[config.mk]
export PLATFORM = sky130hd
export DESIGN_NAME = uart_wb_arbiter
export DESIGN_NICKNAME = d
export VERILOG_FILES = /design/src/rtl/uart_wb_arbiter.sv
export SDC_FILE = /design/constraint.sdc
export NUM_CORES = 1
export LEC_CHECK = 0
export CAP_MARGIN = 5
export CELL_PAD_IN_SITES_DETAIL_PLACEMENT = 2
export CELL_PAD_IN_SITES_GLOBAL_PLACEMENT = 2
export CORE_AREA = 2 2 170 172
export CTS_BUF_LIST = sky130_fd_sc_hd__clkbuf_8
export DETAILED_ROUTE_END_ITERATION = 8
export DIE_AREA = 0 0 172 174
export PLACE_DENSITY = 0.81
export SLEW_MARGIN = 10
export SYNTH_ARGS = -nofsm -noshare
export SYNTH_HDL_FRONTEND = slang
export SYNTH_SLANG_ARGS = --single-unit
[constraint.sdc]
create_clock -name wb_clk_i -period 5.2 [get_ports wb_clk_i]
set_input_delay 1.3 -clock wb_clk_i [delete_from_list [all_inputs] [get_ports wb_clk_i]]
set_output_delay 1.3 -clock wb_clk_i [all_outputs]
set_load 0.02 [all_outputs]
[src/rtl/uart_wb_arbiter.sv]
// -----------------------------------------------------------------------------
// uart_wb_arbiter
//   Round-robin Wishbone arbiter. NUM_REQ masters share one Wishbone slave
//   port, which is normally a single uart_top instance. A grant lasts for a
//   whole cyc burst. This keeps a multi-register sequence from one master,
//   such as LCR/DLL/DLM programming, from being interleaved with another
//   master's accesses.
//
//   Optional feature macro: UART_ARB_TIMEOUT_EN
//     When defined, a stall counter watches the granted master's strobe.
//     After TIMEOUT_CYC cycles with no ack/err/rty the arbiter does three
//     things for one cycle: it pulses timeout_o, it returns err to the
//     granted master, and it masks s_stb_o. When undefined, timeout_o is
//     tied low and a stalled slave blocks the bus indefinitely.
//
// Ports
//   wb_clk_i, wb_rst_ni          clock; asynchronous active-low reset
//   m_cyc_i/m_stb_i/m_we_i       per-master control, bit k = master k
//   m_adr_i/m_dat_i/m_sel_i      per-master buses, flattened, slice k = master k
//   m_dat_o                      slave read data, broadcast to all masters
//   m_ack_o/m_err_o/m_rty_o      slave responses, routed to the granted master
//   s_cyc_o .. s_sel_o           muxed request toward the slave
//   s_dat_i/s_ack_i/s_err_i/s_rty_i  slave responses
//   grant_o                      one-hot grant (all zero when idle)
//   timeout_o                    one-cycle stall-timeout pulse
// -----------------------------------------------------------------------------
module uart_wb_arbiter #(
  parameter int NUM_REQ     = 4,
  parameter int ADDR_W      = 32,
  parameter int DATA_W      = 32,
  parameter int SEL_W       = 4,
  parameter int TIMEOUT_CYC = 255
) (
  input  logic                      wb_clk_i,
  input  logic                      wb_rst_ni,
  input  logic [NUM_REQ-1:0]        m_cyc_i,
  input  logic [NUM_REQ-1:0]        m_stb_i,
  input  logic [NUM_REQ-1:0]        m_we_i,
  input  logic [NUM_REQ*ADDR_W-1:0] m_adr_i,
  input  logic [NUM_REQ*DATA_W-1:0] m_dat_i,
  input  logic [NUM_REQ*SEL_W-1:0]  m_sel_i,
  output logic [DATA_W-1:0]         m_dat_o,
  output logic [NUM_REQ-1:0]        m_ack_o,
  output logic [NUM_REQ-1:0]        m_err_o,
  output logic [NUM_REQ-1:0]        m_rty_o,
  output logic                      s_cyc_o,
  output logic                      s_stb_o,
  output logic                      s_we_o,
  output logic [ADDR_W-1:0]         s_adr_o,
  output logic [DATA_W-1:0]         s_dat_o,
  output logic [SEL_W-1:0]          s_sel_o,
  input  logic [DATA_W-1:0]         s_dat_i,
  input  logic                      s_ack_i,
  input  logic                      s_err_i,
  input  logic                      s_rty_i,
  output logic [NUM_REQ-1:0]        grant_o,
  output logic                      timeout_o
);

  localparam int IDX_W = $clog2(NUM_REQ);

  typedef enum logic {
    ST_IDLE = 1'b0,
    ST_BUSY = 1'b1
  } state_t;

  state_t           state_q, state_d;
  logic [IDX_W-1:0] cur_q, cur_d;    // index of the granted master
  logic [IDX_W-1:0] last_q, last_d;  // last master that was granted

  // ---------------------------------------------------------------------------
  // Reset synchroniser. Assertion is asynchronous, so the outputs drop to
  // their idle values at once. Deassertion is retimed to the clock, so the
  // arbiter never leaves reset on a partial clock edge.
  // ---------------------------------------------------------------------------
  logic rst_meta_q;
  logic rst_sync_n_q;

  always_ff @(posedge wb_clk_i or negedge wb_rst_ni) begin
    if (!wb_rst_ni) begin
      rst_meta_q   <= 1'b0;
      rst_sync_n_q <= 1'b0;
    end else begin
      rst_meta_q   <= 1'b1;
      rst_sync_n_q <= rst_meta_q;
    end
  end

  // ---------------------------------------------------------------------------
  // Grant decode and per-master masking. An AND-OR mux is used, driven by the
  // one-hot grant. When idle the grant is all zero, so every slave-side
  // request field collapses to zero without needing a separate idle case.
  // ---------------------------------------------------------------------------
  logic [NUM_REQ-1:0] gsel;
  logic [ADDR_W-1:0]  adr_masked [NUM_REQ];
  logic [DATA_W-1:0]  dat_masked [NUM_REQ];
  logic [SEL_W-1:0]   sel_masked [NUM_REQ];
  logic               cyc_g;
  logic               stb_g;
  logic               we_g;

  assign gsel  = (state_q == ST_BUSY) ? (NUM_REQ'(1) << cur_q) : '0;
  assign cyc_g = |(m_cyc_i & gsel);
  assign stb_g = |(m_stb_i & gsel);
  assign we_g  = |(m_we_i  & gsel);

  genvar gi;
  generate
    for (gi = 0; gi < NUM_REQ; gi++) begin : g_mask
      assign adr_masked[gi] = m_adr_i[gi*ADDR_W +: ADDR_W] & {ADDR_W{gsel[gi]}};
      assign dat_masked[gi] = m_dat_i[gi*DATA_W +: DATA_W] & {DATA_W{gsel[gi]}};
      assign sel_masked[gi] = m_sel_i[gi*SEL_W  +: SEL_W]  & {SEL_W{gsel[gi]}};
    end
  endgenerate

  // ---------------------------------------------------------------------------
  // Round-robin pick. Walk forward from last_q+1, wrapping modulo NUM_REQ,
  // and take the first master that has cyc asserted. The search ends at
  // last_q itself, so a lone requester can win twice in a row.
  // ---------------------------------------------------------------------------
  logic             pick_found;
  logic [IDX_W-1:0] pick_idx;
  logic [IDX_W:0]   rr_sum;
  logic [IDX_W-1:0] rr_cand;

  always_comb begin
    pick_found = 1'b0;
    pick_idx   = '0;
    rr_sum     = '0;
    rr_cand    = '0;
    for (int off = 1; off <= NUM_REQ; off++) begin
      rr_sum = {1'b0, last_q} + (IDX_W+1)'(off);
      if (rr_sum >= (IDX_W+1)'(NUM_REQ)) begin
        rr_sum = rr_sum - (IDX_W+1)'(NUM_REQ);
      end
      rr_cand = rr_sum[IDX_W-1:0];
      if (!pick_found && m_cyc_i[rr_cand]) begin
        pick_found = 1'b1;
        pick_idx   = rr_cand;
      end
    end
  end

  // ---------------------------------------------------------------------------
  // Stall timeout
  // ---------------------------------------------------------------------------
  logic hit;   // timeout fires in this cycle
  logic resp;  // slave returned ack, err or rty

  assign resp = s_ack_i | s_err_i | s_rty_i;

`ifdef UART_ARB_TIMEOUT_EN
  localparam int             CNT_W  = 16;
  localparam logic [CNT_W-1:0] TO_LIM = CNT_W'(TIMEOUT_CYC);

  logic [CNT_W-1:0] cnt_q, cnt_d;

  // hit is taken from the counter and the master inputs only, never from the
  // slave response. The slave sees the masked s_stb_o, so if hit depended on
  // the response it would close a combinational loop through the slave.
  assign hit = (state_q == ST_BUSY) & cyc_g & stb_g & (cnt_q == TO_LIM);

  always_comb begin
    cnt_d = '0;
    if ((state_q == ST_BUSY) && cyc_g && stb_g && !resp && !hit) begin
      cnt_d = cnt_q + CNT_W'(1);
    end
  end

  always_ff @(posedge wb_clk_i or negedge rst_sync_n_q) begin
    if (!rst_sync_n_q) begin
      cnt_q <= '0;
    end else begin
      cnt_q <= cnt_d;
    end
  end
`else
  assign hit = 1'b0;

  // Without the timeout, the limit parameter and the combined response are
  // not needed. Reducing them into this net keeps them visibly consumed.
  logic unused_timeout;
  assign unused_timeout = (TIMEOUT_CYC != 0) ^ resp;
`endif

  // ---------------------------------------------------------------------------
  // FSM: state register
  // ---------------------------------------------------------------------------
  always_ff @(posedge wb_clk_i or negedge rst_sync_n_q) begin
    if (!rst_sync_n_q) begin
      state_q <= ST_IDLE;
      cur_q   <= '0;
      last_q  <= IDX_W'(NUM_REQ - 1);  // requester 0 wins first after reset
    end else begin
      state_q <= state_d;
      cur_q   <= cur_d;
      last_q  <= last_d;
    end
  end

  // ---------------------------------------------------------------------------
  // FSM: next state. A release always returns to IDLE for one cycle, and any
  // new request is arbitrated from there. This gives the dead cycle between
  // bursts.
  // ---------------------------------------------------------------------------
  always_comb begin
    state_d = state_q;
    cur_d   = cur_q;
    last_d  = last_q;
    case (state_q)
      ST_IDLE: begin
        if (pick_found) begin
          state_d = ST_BUSY;
          cur_d   = pick_idx;
        end
      end
      ST_BUSY: begin
        if (!cyc_g) begin
          state_d = ST_IDLE;
          last_d  = cur_q;
        end
      end
      default: begin
        state_d = ST_IDLE;
      end
    endcase
  end

  // ---------------------------------------------------------------------------
  // FSM: outputs. Slave responses pass through combinationally and are
  // steered by the grant. When several responses are asserted at once they
  // are all forwarded unchanged; no priority is applied.
  // ---------------------------------------------------------------------------
  always_comb begin
    s_cyc_o   = cyc_g;
    s_stb_o   = cyc_g & stb_g & ~hit;
    s_we_o    = we_g;
    s_adr_o   = '0;
    s_dat_o   = '0;
    s_sel_o   = '0;
    for (int k = 0; k < NUM_REQ; k++) begin
      s_adr_o = s_adr_o | adr_masked[k];
      s_dat_o = s_dat_o | dat_masked[k];
      s_sel_o = s_sel_o | sel_masked[k];
    end
    m_dat_o   = s_dat_i;
    m_ack_o   = gsel & {NUM_REQ{s_ack_i}};
    m_err_o   = gsel & {NUM_REQ{s_err_i | hit}};
    m_rty_o   = gsel & {NUM_REQ{s_rty_i}};
    grant_o   = gsel;
    timeout_o = hit;
  end

endmodule

### Word level (Yosys, flattened, before mapping)

Cells that the tools add are included.

| storage, ports and cells | value |
|---|---|
| bits in registers | 7 |
| bits of input ports | 321 |
| word-level logic and storage cells | 87 |

| cells by class | value |
|---|---|
| $add $sub $neg | 8 |
| $lt $le $gt $ge | 8 |
| shifts and indexed selects | 1 |
| multiplexer cells | 24 |
| bitwise operators | 30 |
| reduce and logical (&&, ||, !) cells | 11 |

Operators with widths:

| kind | number |
|---|---|
| AND 32 bit | 8 |
| OR 32 bit | 6 |
| AND 4 bit | 10 |
| 2-to-1 mux 2 bit | 8 |
| >= comparator 3 bit, second input constant | 4 |
| less-than comparator 2 x 3 -> 1 bit, second input constant | 4 |
| OR 4 bit | 3 |
| OR reduction 4 bit | 3 |
| 2-to-1 mux 1 bit | 10 |
| binary-select mux 1 bit (select 2 bit) | 4 |
| subtractor 2 x 1 -> 2 bit, second input constant | 4 |
| adder 2 x 2 -> 3 bit, second input constant | 2 |
| 2-to-1 mux 4 bit | 1 |
| AND reduction 2 bit | 2 |
| left shift 1 x 2 -> 4 bit, first input constant | 1 |
| adder 2 x 1 -> 3 bit, second input constant | 1 |
| adder 2 x 3 -> 3 bit, second input constant | 1 |
| logical AND 1 bit | 3 |
| logical NOT 1 bit | 3 |
| inverter 1 bit | 2 |
| case mux 1 bit (2 select lines) | 1 |
| AND 1 bit | 1 |

### Longest topological paths before layout

Gate-level depths: netlist (run 1).

| logic depth | value |
|---|---|
| depth after elaboration | 17 |
| depth in mapped cells | 6 |

### Least setup slack after synthesis (run 1)

Ideal clock, no wire load.

| timing path | value |
|---|---|
| path type | input port to output port |
| start | in m_stb_i[1] |
| end | out s_stb_o |
| arrival | 1.993 ns |
| path slack | 1.907 ns |
| stages on the path | 2 |
| buffers on the path | 0 |
| cell sequence | mux4_1 -> and2b_1 |

| on the way | value |
|---|---|
| word-level cells in the longest chain between the ends | 3 |

Ends and longest elaborated chain:

| item | line | RTL |
|---|---|---|
| from (decl) | 37 | `input logic [NUM_REQ-1:0] m_stb_i,` |
| AND 4 bit | 104 | `assign stb_g = \|(m_stb_i & gsel);` |
| OR reduction 4 bit | 104 |  |
| AND 1 bit | 236 | `s_stb_o = cyc_g & stb_g & ~hit;` |
| to (decl) | 47 | `output logic s_stb_o,` |

No other way between the ends.

### Worst setup path in the final report (run 1)

| timing path | value |
|---|---|
| start | in m_cyc_i[3] |
| end | out s_stb_o |

| on the way | value |
|---|---|
| word-level cells in the longest chain between the ends | 3 |

Ends and longest elaborated chain:

| item | line | RTL |
|---|---|---|
| from (decl) | 36 | `input logic [NUM_REQ-1:0] m_cyc_i,` |
| AND 4 bit | 103 | `assign cyc_g = \|(m_cyc_i & gsel);` |
| OR reduction 4 bit | 103 |  |
| AND 1 bit | 236 |  |

No other way between the ends.

==> metrics.txt, run 1 <==
status=finished clean; drt total wl=~18,000 µm; Worst Path Arrival=roughly 3.2 ns; Slew HR=a little over two fifths; Max Slew Vio Count=0; 1st-iter DRT viols=71; fmax=approximately 0.22 GHz; worst-skew pair later-pin latency=0.23 ns; DRT Pass-1 Iters=4; Die ar.=roughly 0.030 mm²; crit path kind=in2out; clock buffer depth=2; Rows=62; DIE WIDTH=172 µm; Routed wire per std cell=~19 µm; worst path required time=3.90 ns; maximum VDD drop=~0.21 mV; share of post-route cells with drive strength above 1=between 10 and 15%; clock root buffer=clkbuf_8; syn_nets=roughly 580; IO Count=approximately 440; Placed Area=0.00685 mm²; post-DR vias/cell=3.75; R2R Setup Slk=roughly 3.3 ns; Layout area overhead=133%; crit path launch=m_cyc_i[3]; ys flop type=dfrtp_1; Post-synth ARST share=100%; post-synth top area cell=mux4_2; setup_tns=0 ns; vias in the first global route=just over 4,000; post-DP HPWL=roughly 16,000 µm; Netlist cell types=35; Simple-Gate Fraction of Synth Area=between 20% and 30%; CTS tree=yes; CP Capture Type=output port; CP startpoint kind=input port; GP Congestion=0.776; post-CTS sizing=0; global-route wire length before repair=between 20,000 and 30,000 µm; Nets=about 910; post-synthesis mux area share=55.6%; reg-to-reg startpoint=cur_q[1]$_DFFE_PN0P_; sequential area share after synthesis=under 10%; Hold Fails Final Rpt=0; Clock transition at path regs=approximately 0.04 ns; Crit Path Max Fanout=8; syn_area_per_cell=11.5 µm²; post-synthesis register bit count=7; antenna violations before repair=0; Hold Crit Class=reg2async; RSZ-0062 raised after global routing=false; Core Area=around 0.028 mm²; most frequent cells in the layout=clkdlybuf4s50_1, and2_1, mux4_2; Residual DRC=0; Post-CTS Setup Inserts=0; port buffer count=~380; remaining antenna violation count=0; pre-CTS setup slack=~0.66 ns; Sink Count=7; setup violators final=0; Tmin final=4.52 ns; max cap viols=0; H-tree Lvls=1; largest net degree at the start of global routing=58; Worst-Margin Slew=~0.85 ns; total number of vias=3,633; GR Overflow Total=0; area share of fa/ha/maj cells after synthesis=0%; Design Area, Final=roughly 0.0069 mm²; Hold Buf Count CTS=0; worst r2r path cells=4; Die Ht=~170 µm; largest cells by area after synthesis=mux4_2, and2_1, buf_4; largest family of logic cells by synthesized area=multiplexers; crit path to=s_stb_o; area of the mapped netlist=between 0.002 and 0.003 mm²; CTS buffer count=3; starting density of the core=10.5%; pwr dens=424 mW/mm²; compound-cell area share of the yosys netlist=between 2 and 2.5%; XOR/XNOR Fraction of Synth Area=0%; setup ws final=around 0.68 ns; Final Cycle Share=86.9%; Mapped Cells=around 260; r2r endpoint=last_q[0]$_DFFE_PN1P_; Post-synth EDFFs=0; Leak=0.00242 µW; most common cell after layout, fill and taps aside=clkdlybuf4s50_1; Synth warnings=0; Synth top area share=about half; clock skew=roughly 0.0018 ns; gr usage total=11.6%
[synthesized netlist by cell type (2+ instances only)]
library cell  count
and2_1           79
dfrtp_1           5
mux4_1            6
inv_1             2
mux2i_1           2
a31oi_1           2
mux2_4            2
a21oi_1           2
nor2b_1           2
and3_1            4
clkbuf_1          7
buf_4            33
nand2b_1          4
dfstp_2           2
nor2_1            6
nand2_1           2
nand3b_1          2
buf_6             7
conb_1            2
buf_2             8
mux4_2           64
[power breakdown]
group	leakage [µW]	switching [µW]	internal, µW
registers	0.0000757	122	86.9
clock network	0.0000269	24.5	51.1
logic	0.00232	1150	1490
total	0.00242	1300	1630
[sequential cells by signal, indices dropped and copies added (netlist names)]
name          cells
rst_sync_n_q      1
rst_meta_q        1
cur_q             2
state_q           1
last_q            2
[per-stage QoR]
step / total power (µW) / hold slack [ns] / util, % / instances
floorplan: 1790 / 0.0524 / - / 257
global placement: 2860 / 0.0713 / 24.3 / 963
detailed placement: 2900 / 0.0831 / 24.3 / 963
CTS: 2980 / 0.0854 / 24.4 / 967
global route: 3130 / 0.0991 / 24.4 / 967
finish: 2930 / 0.0773 / 24.4 / 968
[worst max-delay path, stage by stage]
cell and delay (ns):
clkdlybuf4s50_1 0.60, mux2i_1 0.12, o22a_2 0.24, and2b_1 0.31
clkdlybuf4s50_1 0.65
[worst min path at each step]
stage          depth (start not counted)                    from              endpoint  slack [ns]
2_1_floorplan                          0  rst_sync_n_q$_DFF_PN0_  cur_q[0]$_DFFE_PN0P_        0.05
4_1_cts                                0  rst_sync_n_q$_DFF_PN0_  cur_q[1]$_DFFE_PN0P_        0.09
3_5_place_dp                           0  rst_sync_n_q$_DFF_PN0_  cur_q[1]$_DFFE_PN0P_        0.08
5_1_grt                                0  rst_sync_n_q$_DFF_PN0_  cur_q[1]$_DFFE_PN0P_         0.1
6_report                               0  rst_sync_n_q$_DFF_PN0_  cur_q[1]$_DFFE_PN0P_        0.08
3_3_place_gp                           0  rst_sync_n_q$_DFF_PN0_  cur_q[0]$_DFFE_PN0P_        0.07
[area by class of cell]
type | instances | area, µm²
fill | 3169 | 21300
timing repair buffer | 380 | 3820
multi-input combinational | 190 | 2360
tap | 384 | 480
sequential | 7 | 186
clock buffer | 3 | 41.3
inverter | 2 | 7.51
clock inverter | 1 | 3.75
antenna | 1 | 2.50
[layer usage]
layer / vias to the layer above / wire, µm / GRT usage [%]
met2: 197 / 9800 / 21.8
met4: 0 / 184 / 1.44
met5: - / 0 / 0
met1: 1808 / 6890 / 13.3
li1: 1606 / - / -
met3: 22 / 1530 / 2.82
[kinds of logic (layout without fill, tap and decap cells)]
group	count (synthesis)	count (layout)
and+or+nand+nor	104	104
muxes	74	74
buffers and inverters	60	386
AOI/OAI and AO/OA	10	10
DFF	7	7
other	2	3
Note: power is estimated with default switching activity, not from simulation.
==> run 2: changes to the inputs <==
--- a/config.mk
+++ b/config.mk
@@ -12,6 +12,7 @@
 export CTS_BUF_LIST = sky130_fd_sc_hd__clkbuf_8
 export DETAILED_ROUTE_END_ITERATION = 8
 export DIE_AREA = 0 0 172 174
+export GPL_TIMING_DRIVEN = 1
 export PLACE_DENSITY = 0.81
 export SLEW_MARGIN = 10
 export SYNTH_ARGS = -nofsm -noshare
==> results of run 2 <==
Final layout, timing and power as in run 1 (identical DEF).
